[config.mk]
export PLATFORM = sky130hd
export DESIGN_NAME = psram_brst_sched
export DESIGN_NICKNAME = d
export VERILOG_FILES = /design/src/rtl/psram_brst_sched_pkg.sv /design/src/rtl/psram_brst_sched_addr_gen.sv /design/src/rtl/psram_brst_sched.sv
export SDC_FILE = /design/constraint.sdc
export NUM_CORES = 1
export LEC_CHECK = 0
export CAP_MARGIN = 20
export CORE_UTILIZATION = 43
export CTS_BUF_LIST = sky130_fd_sc_hd__clkbuf_4
export CTS_CLUSTER_DIAMETER = 50
export DETAILED_ROUTE_END_ITERATION = 16
export RECOVER_POWER = 50
export SLEW_MARGIN = 0
export SYNTH_ARGS = -nofsm -noshare
export SYNTH_HDL_FRONTEND = slang
export SYNTH_SLANG_ARGS = --single-unit
[constraint.sdc]
create_clock -name clk160_i -period 3.83 [get_ports clk160_i]
set_input_delay 0.9575 -clock clk160_i [delete_from_list [all_inputs] [get_ports clk160_i]]
set_output_delay 0.9575 -clock clk160_i [all_outputs]
set_load 0.01 [all_outputs]
[src/rtl/psram_brst_sched_pkg.sv]
`default_nettype none
// +----------------------------------------------------------------------------+
// | psram_brst_sched_pkg : shared burst constants and scheduler state encoding |
// | Revision: 1.0                                                              |
// +----------------------------------------------------------------------------+
package psram_brst_sched_pkg;

  // Burst length shared with the PSRAM burst controller.
  localparam int Burst_length = 32;

  localparam int ADDR_W   = 23;
  localparam int CFG_HOLD = 16;

  localparam logic DIR_WR = 1'b1;
  localparam logic DIR_RD = 1'b0;

  typedef enum logic [2:0] {
    s_sch_wait_cfg  = 3'd0,
    s_sch_idle      = 3'd1,
    s_sch_issue     = 3'd2,
    s_sch_wait_ack  = 3'd3,
    s_sch_wait_done = 3'd4,
    s_sch_update    = 3'd5
  } sch_state_e;

endpackage
`default_nettype wire

[src/rtl/psram_brst_sched_addr_gen.sv]
`default_nettype none
// +----------------------------------------------------------------------------+
// | psram_addr_gen : per-direction linear frame pointer with deferred restart |
// | Revision: 1.0                                                              |
// +----------------------------------------------------------------------------+
module psram_addr_gen
  import psram_brst_sched_pkg::*;
#(
  parameter int                BURST_LEN   = Burst_length,
  parameter int                FRAME_WORDS = 307200,
  parameter logic [ADDR_W-1:0] BASE        = 23'd0
) (
  input  logic              clk_i,
  input  logic              rst,
  input  logic              frame_start_i,
  input  logic              apply_i,
  input  logic              advance_i,
  output logic [ADDR_W-1:0] ptr_o
);

  localparam logic [ADDR_W-1:0] c_STEP  = ADDR_W'(BURST_LEN);
  localparam logic [ADDR_W-1:0] c_FRAME = ADDR_W'(FRAME_WORDS);

  logic [ADDR_W-1:0] ptr_q, ptr_d;
  logic              pend_q, pend_d;
  logic [ADDR_W-1:0] w_next;
  logic [ADDR_W-1:0] w_off;
  logic              w_restart;
  logic              w_clear;

  assign w_next    = ptr_q + c_STEP;
  assign w_off     = w_next - BASE;
  // A pulse in the same cycle counts as pending so the restart is never lost.
  assign w_restart = pend_q | frame_start_i;
  assign w_clear   = apply_i & w_restart;

  // The arbiter sees the restart address as soon as it is allowed to apply.
  assign ptr_o = w_clear ? BASE : ptr_q;

  always_comb begin
    ptr_d  = ptr_q;
    pend_d = w_restart;
    if (w_clear) begin
      ptr_d  = BASE;
      pend_d = 1'b0;
    end else if (advance_i) begin
      ptr_d = (w_off == c_FRAME) ? BASE : w_next;
    end
  end

  always_ff @(posedge clk_i) begin
    if (rst) begin
      ptr_q  <= BASE;
      pend_q <= 1'b0;
    end else begin
      ptr_q  <= ptr_d;
      pend_q <= pend_d;
    end
  end

endmodule
`default_nettype wire

[src/rtl/psram_brst_sched.sv]
`default_nettype none
// +----------------------------------------------------------------------------+
// | psram_brst_sched : shares the PSRAM burst port between write and readout |
// | Revision: 1.0                                                              |
// +----------------------------------------------------------------------------+
module psram_brst_sched
  import psram_brst_sched_pkg::*;
#(
  parameter int                BURST_LEN   = Burst_length,
  parameter int                FRAME_WORDS = 307200,
  parameter logic [ADDR_W-1:0] WR_BASE     = 23'd0,
  parameter logic [ADDR_W-1:0] RD_BASE     = 23'd0,
  parameter int                ACK_TO      = 15
) (
  input  logic              clk160_i,
  input  logic              rst,
  input  logic              cfgDone,
  input  logic              wr_req,
  input  logic              wr_urgent,
  input  logic              rd_req,
  input  logic              wr_frame_start,
  input  logic              rd_frame_start,
  output logic              brst_Go,
  output logic [ADDR_W-1:0] brst_Addr_in,
  output logic              brst_Wr,
  input  logic              brst_Done,
  output logic              wr_grant,
  output logic              rd_grant,
  output logic              busy,
  output logic              err
);

  localparam int c_ACK_W = (ACK_TO > 1) ? $clog2(ACK_TO) : 1;

  sch_state_e          state_q, state_d;
  logic [3:0]          cfg_cnt_q, cfg_cnt_d;
  logic [c_ACK_W-1:0]  ack_cnt_q, ack_cnt_d;
  logic                dir_q, dir_d;
  logic [ADDR_W-1:0]   addr_q, addr_d;
  logic                last_q, last_d;
  logic                err_q, err_d;
  logic                go_q, busy_q, wr_grant_q, rd_grant_q;

  logic                w_wr_apply, w_rd_apply, w_wr_adv, w_rd_adv;
  logic [ADDR_W-1:0]   w_wr_ptr, w_rd_ptr;
  logic                w_win, w_pick_wr;

  psram_addr_gen #(
    .BURST_LEN   (BURST_LEN),
    .FRAME_WORDS (FRAME_WORDS),
    .BASE        (WR_BASE)
  ) u_wr_addr (
    .clk_i         (clk160_i),
    .rst           (rst),
    .frame_start_i (wr_frame_start),
    .apply_i       (w_wr_apply),
    .advance_i     (w_wr_adv),
    .ptr_o         (w_wr_ptr)
  );

  psram_addr_gen #(
    .BURST_LEN   (BURST_LEN),
    .FRAME_WORDS (FRAME_WORDS),
    .BASE        (RD_BASE)
  ) u_rd_addr (
    .clk_i         (clk160_i),
    .rst           (rst),
    .frame_start_i (rd_frame_start),
    .apply_i       (w_rd_apply),
    .advance_i     (w_rd_adv),
    .ptr_o         (w_rd_ptr)
  );

  // Urgent write first, then alternate on a tie, else the lone requester.
  always_comb begin
    w_win     = 1'b0;
    w_pick_wr = 1'b0;
    if (wr_urgent && wr_req) begin
      w_win     = 1'b1;
      w_pick_wr = 1'b1;
    end else if (wr_req && rd_req) begin
      w_win     = 1'b1;
      w_pick_wr = (last_q == DIR_RD);
    end else if (wr_req || rd_req) begin
      w_win     = 1'b1;
      w_pick_wr = wr_req;
    end
  end

  always_comb begin
    state_d    = state_q;
    cfg_cnt_d  = cfg_cnt_q;
    ack_cnt_d  = ack_cnt_q;
    dir_d      = dir_q;
    addr_d     = addr_q;
    last_d     = last_q;
    err_d      = err_q;
    w_wr_apply = 1'b0;
    w_rd_apply = 1'b0;
    w_wr_adv   = 1'b0;
    w_rd_adv   = 1'b0;

    if (!cfgDone) begin
      state_d   = s_sch_wait_cfg;
      cfg_cnt_d = 4'd0;
    end else begin
      case (state_q)
        s_sch_wait_cfg: begin
          if (brst_Done) begin
            if (cfg_cnt_q == 4'(CFG_HOLD - 1)) begin
              state_d   = s_sch_idle;
              cfg_cnt_d = 4'd0;
            end else begin
              cfg_cnt_d = cfg_cnt_q + 4'd1;
            end
          end else begin
            cfg_cnt_d = 4'd0;
          end
        end
        s_sch_idle: begin
          w_wr_apply = 1'b1;
          w_rd_apply = 1'b1;
          if (brst_Done && w_win) begin
            dir_d   = w_pick_wr ? DIR_WR : DIR_RD;
            addr_d  = w_pick_wr ? w_wr_ptr : w_rd_ptr;
            state_d = s_sch_issue;
          end
        end
        s_sch_issue: begin
          ack_cnt_d = '0;
          state_d   = s_sch_wait_ack;
        end
        s_sch_wait_ack: begin
          if (!brst_Done) begin
            state_d = s_sch_wait_done;
          end else if (ack_cnt_q == c_ACK_W'(ACK_TO - 1)) begin
            err_d   = 1'b1;
            state_d = s_sch_idle;
          end else begin
            ack_cnt_d = ack_cnt_q + 1'b1;
          end
        end
        s_sch_wait_done: begin
          if (brst_Done) state_d = s_sch_update;
        end
        s_sch_update: begin
          w_wr_apply = 1'b1;
          w_rd_apply = 1'b1;
          w_wr_adv   = (dir_q == DIR_WR);
          w_rd_adv   = (dir_q == DIR_RD);
          last_d     = dir_q;
          state_d    = s_sch_idle;
        end
        default: state_d = s_sch_wait_cfg;
      endcase
    end
  end

  // Outputs are decoded from the next state so they line up with the state.
  always_ff @(posedge clk160_i) begin
    if (rst) begin
      state_q    <= s_sch_wait_cfg;
      cfg_cnt_q  <= 4'd0;
      ack_cnt_q  <= '0;
      dir_q      <= DIR_RD;
      addr_q     <= '0;
      last_q     <= DIR_RD;
      err_q      <= 1'b0;
      go_q       <= 1'b0;
      busy_q     <= 1'b0;
      wr_grant_q <= 1'b0;
      rd_grant_q <= 1'b0;
    end else begin
      state_q    <= state_d;
      cfg_cnt_q  <= cfg_cnt_d;
      ack_cnt_q  <= ack_cnt_d;
      dir_q      <= dir_d;
      addr_q     <= addr_d;
      last_q     <= last_d;
      err_q      <= err_d;
      go_q       <= (state_d == s_sch_issue);
      busy_q     <= (state_d inside {s_sch_issue, s_sch_wait_ack,
                                     s_sch_wait_done, s_sch_update});
      wr_grant_q <= (state_d == s_sch_update) && (dir_d == DIR_WR);
      rd_grant_q <= (state_d == s_sch_update) && (dir_d == DIR_RD);
    end
  end

  assign brst_Go      = go_q;
  assign brst_Addr_in = addr_q;
  assign brst_Wr      = dir_q;
  assign wr_grant     = wr_grant_q;
  assign rd_grant     = rd_grant_q;
  assign busy         = busy_q;
  assign err          = err_q;

endmodule
`default_nettype wire
Word-level counts from Yosys, hierarchy flattened
Index checks and enable logic that the tools add are counted.
{"block": "word_totals", "elab_cells": 93, "out_inout_bits": 29, "register_bits": 89, "inputBits": 9}
{"block": "classes", "n_reduce_logical": 17, "n_mux": 34, "add_sub_neg": 4, "bitwise": 8, "eq_ne": 15}
{"op": "$mux 23", "count": 5}
{"op": "$add 23x6->23 const B", "count": 2}
{"op": "$eq 23x19->1 const B", "count": 2}
{"op": "$mux 3", "count": 7}
{"op": "$pmux 3 s6", "count": 1}
{"op": "$mux 1", "count": 16}
{"op": "$mux 4", "count": 4}
{"op": "$eq 3x2->1 const B", "count": 4}
{"op": "$eq 3x3->1 const B", "count": 4}
{"op": "$add 4x1->4 const B", "count": 2}
{"op": "$eq 4x4->1 const B", "count": 2}
{"op": "$pmux 4 s2", "count": 1}
{"op": "$reduce_and 4->1", "count": 2}
{"op": "$reduce_or 2->1", "count": 4}
{"op": "$logic_and 1x1->1", "count": 5}
{"op": "$ne 2x2->1 const B", "count": 2}
{"op": "$not 1->1", "count": 4}
{"op": "$reduce_bool 4->1", "count": 1}
{"op": "$eq 3x1->1 const B", "count": 1}
{"op": "$logic_not 3->1", "count": 1}
{"op": "$reduce_and 3->1", "count": 1}
{"op": "$and 1x1->1", "count": 2}
{"op": "$or 1x1->1", "count": 2}
{"op": "$reduce_and 2->1", "count": 1}
{"op": "2 further kinds", "count": 2}

Logic depth before layout (Yosys ltp)
{"block": "logic_depth", "depth_word": 10, "ltp_mapped": 8, "mapped_depth_nobuf": 8}

Hierarchy
From an unflattened synthesis, not the netlist that was laid out.
{"block": "unflattened", "hier_cells": 558, "area_unflattened_um2": 4598.2}
{"module": "psram_addr_gen", "area_per_inst_um2": 1308.8, "seq_area_each_um2": 380.4, "cells_per_inst": 159, "n_inst": 2}
{"module": "psram_brst_sched", "area_per_inst_um2": 1980.6, "seq_area_each_um2": 820.8, "cells_per_inst": 240, "n_inst": 1}

Worst setup path after synthesis
No wires, ideal clock.
{"block": "synth_timing", "path_kind": "input port to flip-flop", "start": "in brst_Done", "end": "reg addr_q[5], in the netlist brst_Addr_in[5]", "slack_ns": 1.354, "cell_stages": 7, "required_time_ns": 3.744, "arrival_ns": 2.390, "path_cell_list": "clkbuf_1 -> inv_1 -> nor4_1 -> buf_2 -> buf_1 -> nor2_1 -> a211oi_1"}
{"block": "synth_via", "elab_chain_cells": 2}
{"element": "from (decl)", "line_no": "psram_brst_sched.sv:26", "rtl": "input logic brst_Done,"}
{"element": "$logic_and 1x1->1", "line_no": "psram_brst_sched.sv:123", "rtl": "if (brst_Done && w_win) begin"}
{"element": "$reduce_and 3->1 (no source line)"}
{"element": "to (signal assigned)", "line_no": "psram_brst_sched.sv:178", "rtl": "addr_q <= addr_d;"}
{"element": "to (decl)", "line_no": "psram_brst_sched.sv:39", "rtl": "logic [ADDR_W-1:0] addr_q, addr_d;"}
No other way between the ends.
A chain may end at the register's enable or synchronous reset.

Final worst setup path
{"block": "layout_timing", "start": "in rst", "end": "reg u_rd_addr.ptr_q[15]"}
{"block": "layout_via", "elab_chain_cells": 1}
{"element": "from (decl)", "line_no": "psram_brst_sched.sv:16", "rtl": "input logic rst,"}
{"element": "$reduce_or 2->1 (no source line)"}
{"element": "to (signal assigned)", "line_no": "psram_brst_sched_addr_gen.sv:56", "rtl": "ptr_q <= ptr_d;"}
{"element": "to (decl)", "line_no": "psram_brst_sched_addr_gen.sv:24", "rtl": "logic [ADDR_W-1:0] ptr_q, ptr_d;"}
No other way between the ends.

==> results <==
- For this run, the detailed router's first-pass iteration total came to 4.
- The number of buffers created by CTS is 9.
- The largest area contributor in the synthesized netlist is dfxtp_1.
- For the final routed database, the setup TNS stands at 0 ns.
- The area growth from synthesis to final layout is 11.3%.
- The clock latency at the later pin of the worst-skew pair is roughly 0.4 ns.
- The initial core utilization is around 45%.
- The mean instance size in the synthesized netlist is 8.21 µm².
- The die boundary height is 97.5 µm.
- The kind of end point of the critical path is a register.
- The final count of hold timing violations is 0.
- The synthesis-stage register bit count is 75.
- The tree built by TritonCTS fans out to 75 sinks.
- The data required time of the worst path is around 4.1 ns.
- The flow ran to the end, and the final reports show no timing, DRC or antenna violations.
- The HPWL reported at the end of detailed placement is 6.83 mm.
- On the critical path, the stage with the largest delay is an instance of or2_0.
- The number of synthesized flops with an enable pin is 0.
- The maximum vdd ir drop is 0.171 mV.
- The leakage dissipation is between 1 and 1.5 nW.
- The final weighted congestion in routability-driven placement is 0.843.
- The region available for standard cell placement spans approximately 8800 µm².
- In the post-route analysis, the smallest setup slack over all paths is just under 0.9 ns.
- Cells with a size suffix above 1 make up 5.69% of the layout.
- The average routed wire per standard cell is roughly 15 µm.
- The mapped netlist covers 3920 µm².
- Max-cap violations in this run came to 0.
- In the synthesized netlist, the number of instances is 477.
- During synthesis, Yosys emitted a total of 0 warnings.
- The clock network accounts for 36.8% of the total power.
- After synthesis, the netlist uses 56 different library cells.
- The initial antenna violation count was 0.
- The most instantiated flip-flop cell in the synthesis netlist is dfxtp_1.
- The switching component of the power is 309 µW.
- The CTS tree is yes.
- The wire length of the first global-routing pass is 15.6 mm.
- The arrival time at the worst endpoint is approximately 3.2 ns.
- For this run, the register share of the synthesized area comes to 38.3%.
- The footprint of the flip-flops and latches is 1500 µm².
- The highest cell delay on the worst timing path is 0.82 ns.
- The filler cells instantiated in the layout total 860.
- The pre-CTS setup slack is around 0.67 ns.
- The die is 97.5 µm wide.
- The maximum achievable frequency is 0.340 GHz.
- The number of global-route vias before repair is between 3000 and 4000.
- In this run the power density over the cells is 300 nW/µm².
- The number of nets in the layout is ~500.
- The H-tree was split into 3 levels.
- Using the TritonRoute via totals, the vias-per-cell ratio works out to approximately 5.5.
- Of all flip-flops after synthesis, the portion carrying an async set or reset was 0%.
- The die covers 9500 µm².
- The highest fanout seen on the critical path is 16.
- In this run the post-CTS setup repair buffer count came out at 0.
- The internal power consumption is 998 µW.
- The first routing iteration left 138 violations.
- The post-synth net total is 491.
- Gates resized during post-CTS repair numbered 0.
- The remaining antenna violation count is 0.
- Clock-pin slew was measured on the worst setup and hold paths at 0.12 ns.
- The total wire length is ~9.3 mm.
- The share of total power dissipated in sequential elements is approximately 60%.
- The switching portion of total power is between 20% and 30%.
- The max-slew violation total from the final report is 0.
- The repair_antennas step left the layout with diodes totalling 0.
- The critical path goes through dlygate4sd3_1 > clkbuf_1 > or2_0 > inv_1 > o41ai_4 > nor2_1.
- The ratio of final minimum period to clock period is 76.8%.
- Headroom to the max-slew limit came out at about a quarter.
- The startpoint class of the critical path is an input pin.
- Setup violations remaining at the end of the flow were counted as 0.
- The tightest min-delay check is of the reg -> reg type.
- In this run, post-CTS hold repair placed 0 buffers.
- Setup repair after global routing left no endpoint under its margin.
- In the synthesized netlist, the cells that appear most often are nor2_1 (84), dfxtp_1 (75), nand2_1 (39).
- CTS placed an instance of clkbuf_4 at the clock tree root.
- In the post-synthesis netlist, the biggest area contributors are dfxtp_1 (38%), nor2_1 (8.0%), xor2_1 (6.0%).
- Global routing finished with a remaining overflow of 0.
- Subtracting the final worst setup slack from the clock period gives 2.94 ns.
- The total number of vias is 3324.
- The most instantiated library cell after synthesis is nor2_1.
- Entering global routing, the biggest net connects 33 pins.
- The slew at the pin closest to its max-slew limit is approximately 1.1 ns.
- The maximum buffer depth of the clock tree is 2.
- The row count is 34.
- Pin placement for this block handled 38 I/O pins.
- Combinational cells account for 3.3% of the total power.
- The number of remaining DRC errors is 0.
- Between clock sinks in the finished design, the worst skew comes to 0.0126 ns.
- Summed over its instances, the top area cell type makes up 38.3% of the synthesized netlist area.
- The area used by multi-input combinational logic is 2130 µm².
- The startpoint-to-endpoint class of the critical path is in -> reg.
- The number of port buffers is 37.
- For this run, the total global-route usage over all layers was measured as 20.4%.
==> cell families (layout without fill, tap and decap cells) <==
group                    count (synthesis)  in the layout  synth area share (%)
AND/OR/NAND/NOR                        216            216                  27.3
multiplexers                             2              2                 0.511
flip-flops                              75             75                  38.3
XOR/XNOR                                47             47                  10.5
AO/OA/AOI/OAI                           76             76                  14.4
buffers and inverters                   56             71                  7.28
adder cells (fa/ha/maj)                  5              5                  1.60
==> sequential cells by signal, summed over array words and instances (netlist names), 3 cells and up <==
register	count
ack_cnt_q	4
brst_Addr_in	19
cfg_cnt_q	4
state_q	3
u_rd_addr.ptr_q	18
u_wr_addr.ptr_q	18
==> stage by stage <==
step / cell area, µm² / utilization [%] / hold WS, ns / instances / total power [mW]
3_5_place_dp: 4240 / 48.4 / 0.453 / 584 / 0.846
3_3_place_gp: 4230 / 48.2 / 0.457 / 583 / 0.844
4_1_cts: 4370 / 49.9 / 0.471 / 600 / 1.32
6_report: 4360 / 49.7 / 0.474 / 600 / 1.31
2_1_floorplan: 3920 / - / 0.436 / 477 / 0.825
5_1_grt: 4360 / 49.7 / 0.484 / 600 / 1.37
==> area by class of cell <==
class	instances	area share [%]
Clock buffer	10	1.72
Timing Repair Buffer	43	9.53
Tap cell	108	3.10
Multi-Input combinational cell	346	48.9
Inverter	12	1.03
Clock inverter	6	1.29
Sequential cell	75	34.4
==> routing by layer <==
metal  GRT usage [%]  part of all wire [%]
met5               0                     0
met3            3.24                   3.3
met1            28.1                    49
met2            32.3                    46
met4            7.24                   1.5
==> final timing paths <==
| kind | startpoint | to | slack (ns) | depth (start not counted) |
|---|---|---|---|---|
| hold reg to reg | last_q | last_q | 0.47 | 2 |
| setup reg to reg | u_rd_addr.ptr_q[6] | u_rd_addr.ptr_q[15] | 1.21 | 7 |
| hold / removal | last_q | last_q | 0.47 | 2 |
| setup / recovery | rst | u_rd_addr.ptr_q[15] | 0.89 | 6 |
==> power by group through the flow <==
stage | sequential, mW | clock, mW | combinational (mW)
after CTS | 0.783 | 0.496 | 0.0459
final | 0.783 | 0.481 | 0.0435
after floorplan | 0.800 | 0 | 0.0245
after global routing | 0.783 | 0.536 | 0.0479
after detailed placement | 0.800 | 0 | 0.0456
after global placement | 0.800 | 0 | 0.0442
==> placed cells by master, fill, tap and decap left out, drive strengths merged, types with 4 or more instances in the layout <==
| master | netlist | final |
|---|---|---|
| nand2 | 40 | 40 |
| nor3b | 4 | 4 |
| a211oi | 19 | 19 |
| dlygate4sd3 | 0 | 24 |
| nor2 | 84 | 84 |
| nor3 | 19 | 19 |
| xnor2 | 20 | 20 |
| xor2 | 27 | 27 |
| o21ai | 7 | 7 |
| clkbuf | 27 | 11 |
| o41ai | 4 | 4 |
| and3 | 6 | 6 |
| nand4 | 15 | 15 |
| a22oi | 18 | 18 |
| clkdlybuf4s50 | 0 | 13 |
| clkinv | 0 | 5 |
| nor4 | 7 | 7 |
| dfxtp | 75 | 75 |
| o211ai | 4 | 4 |
| a21oi | 9 | 9 |
| buf | 17 | 5 |
| inv | 12 | 12 |
| ha | 5 | 5 |
| nand3 | 15 | 15 |
==> critical path: cells and delay by family <==
kind | cells | cell delay, ns
buffers and inverters | 3 | 1.25
and+or+nand+nor | 2 | 0.91
AOI/OAI and AO/OA | 1 | 0.12
Power figures use the tool's default switching activity.
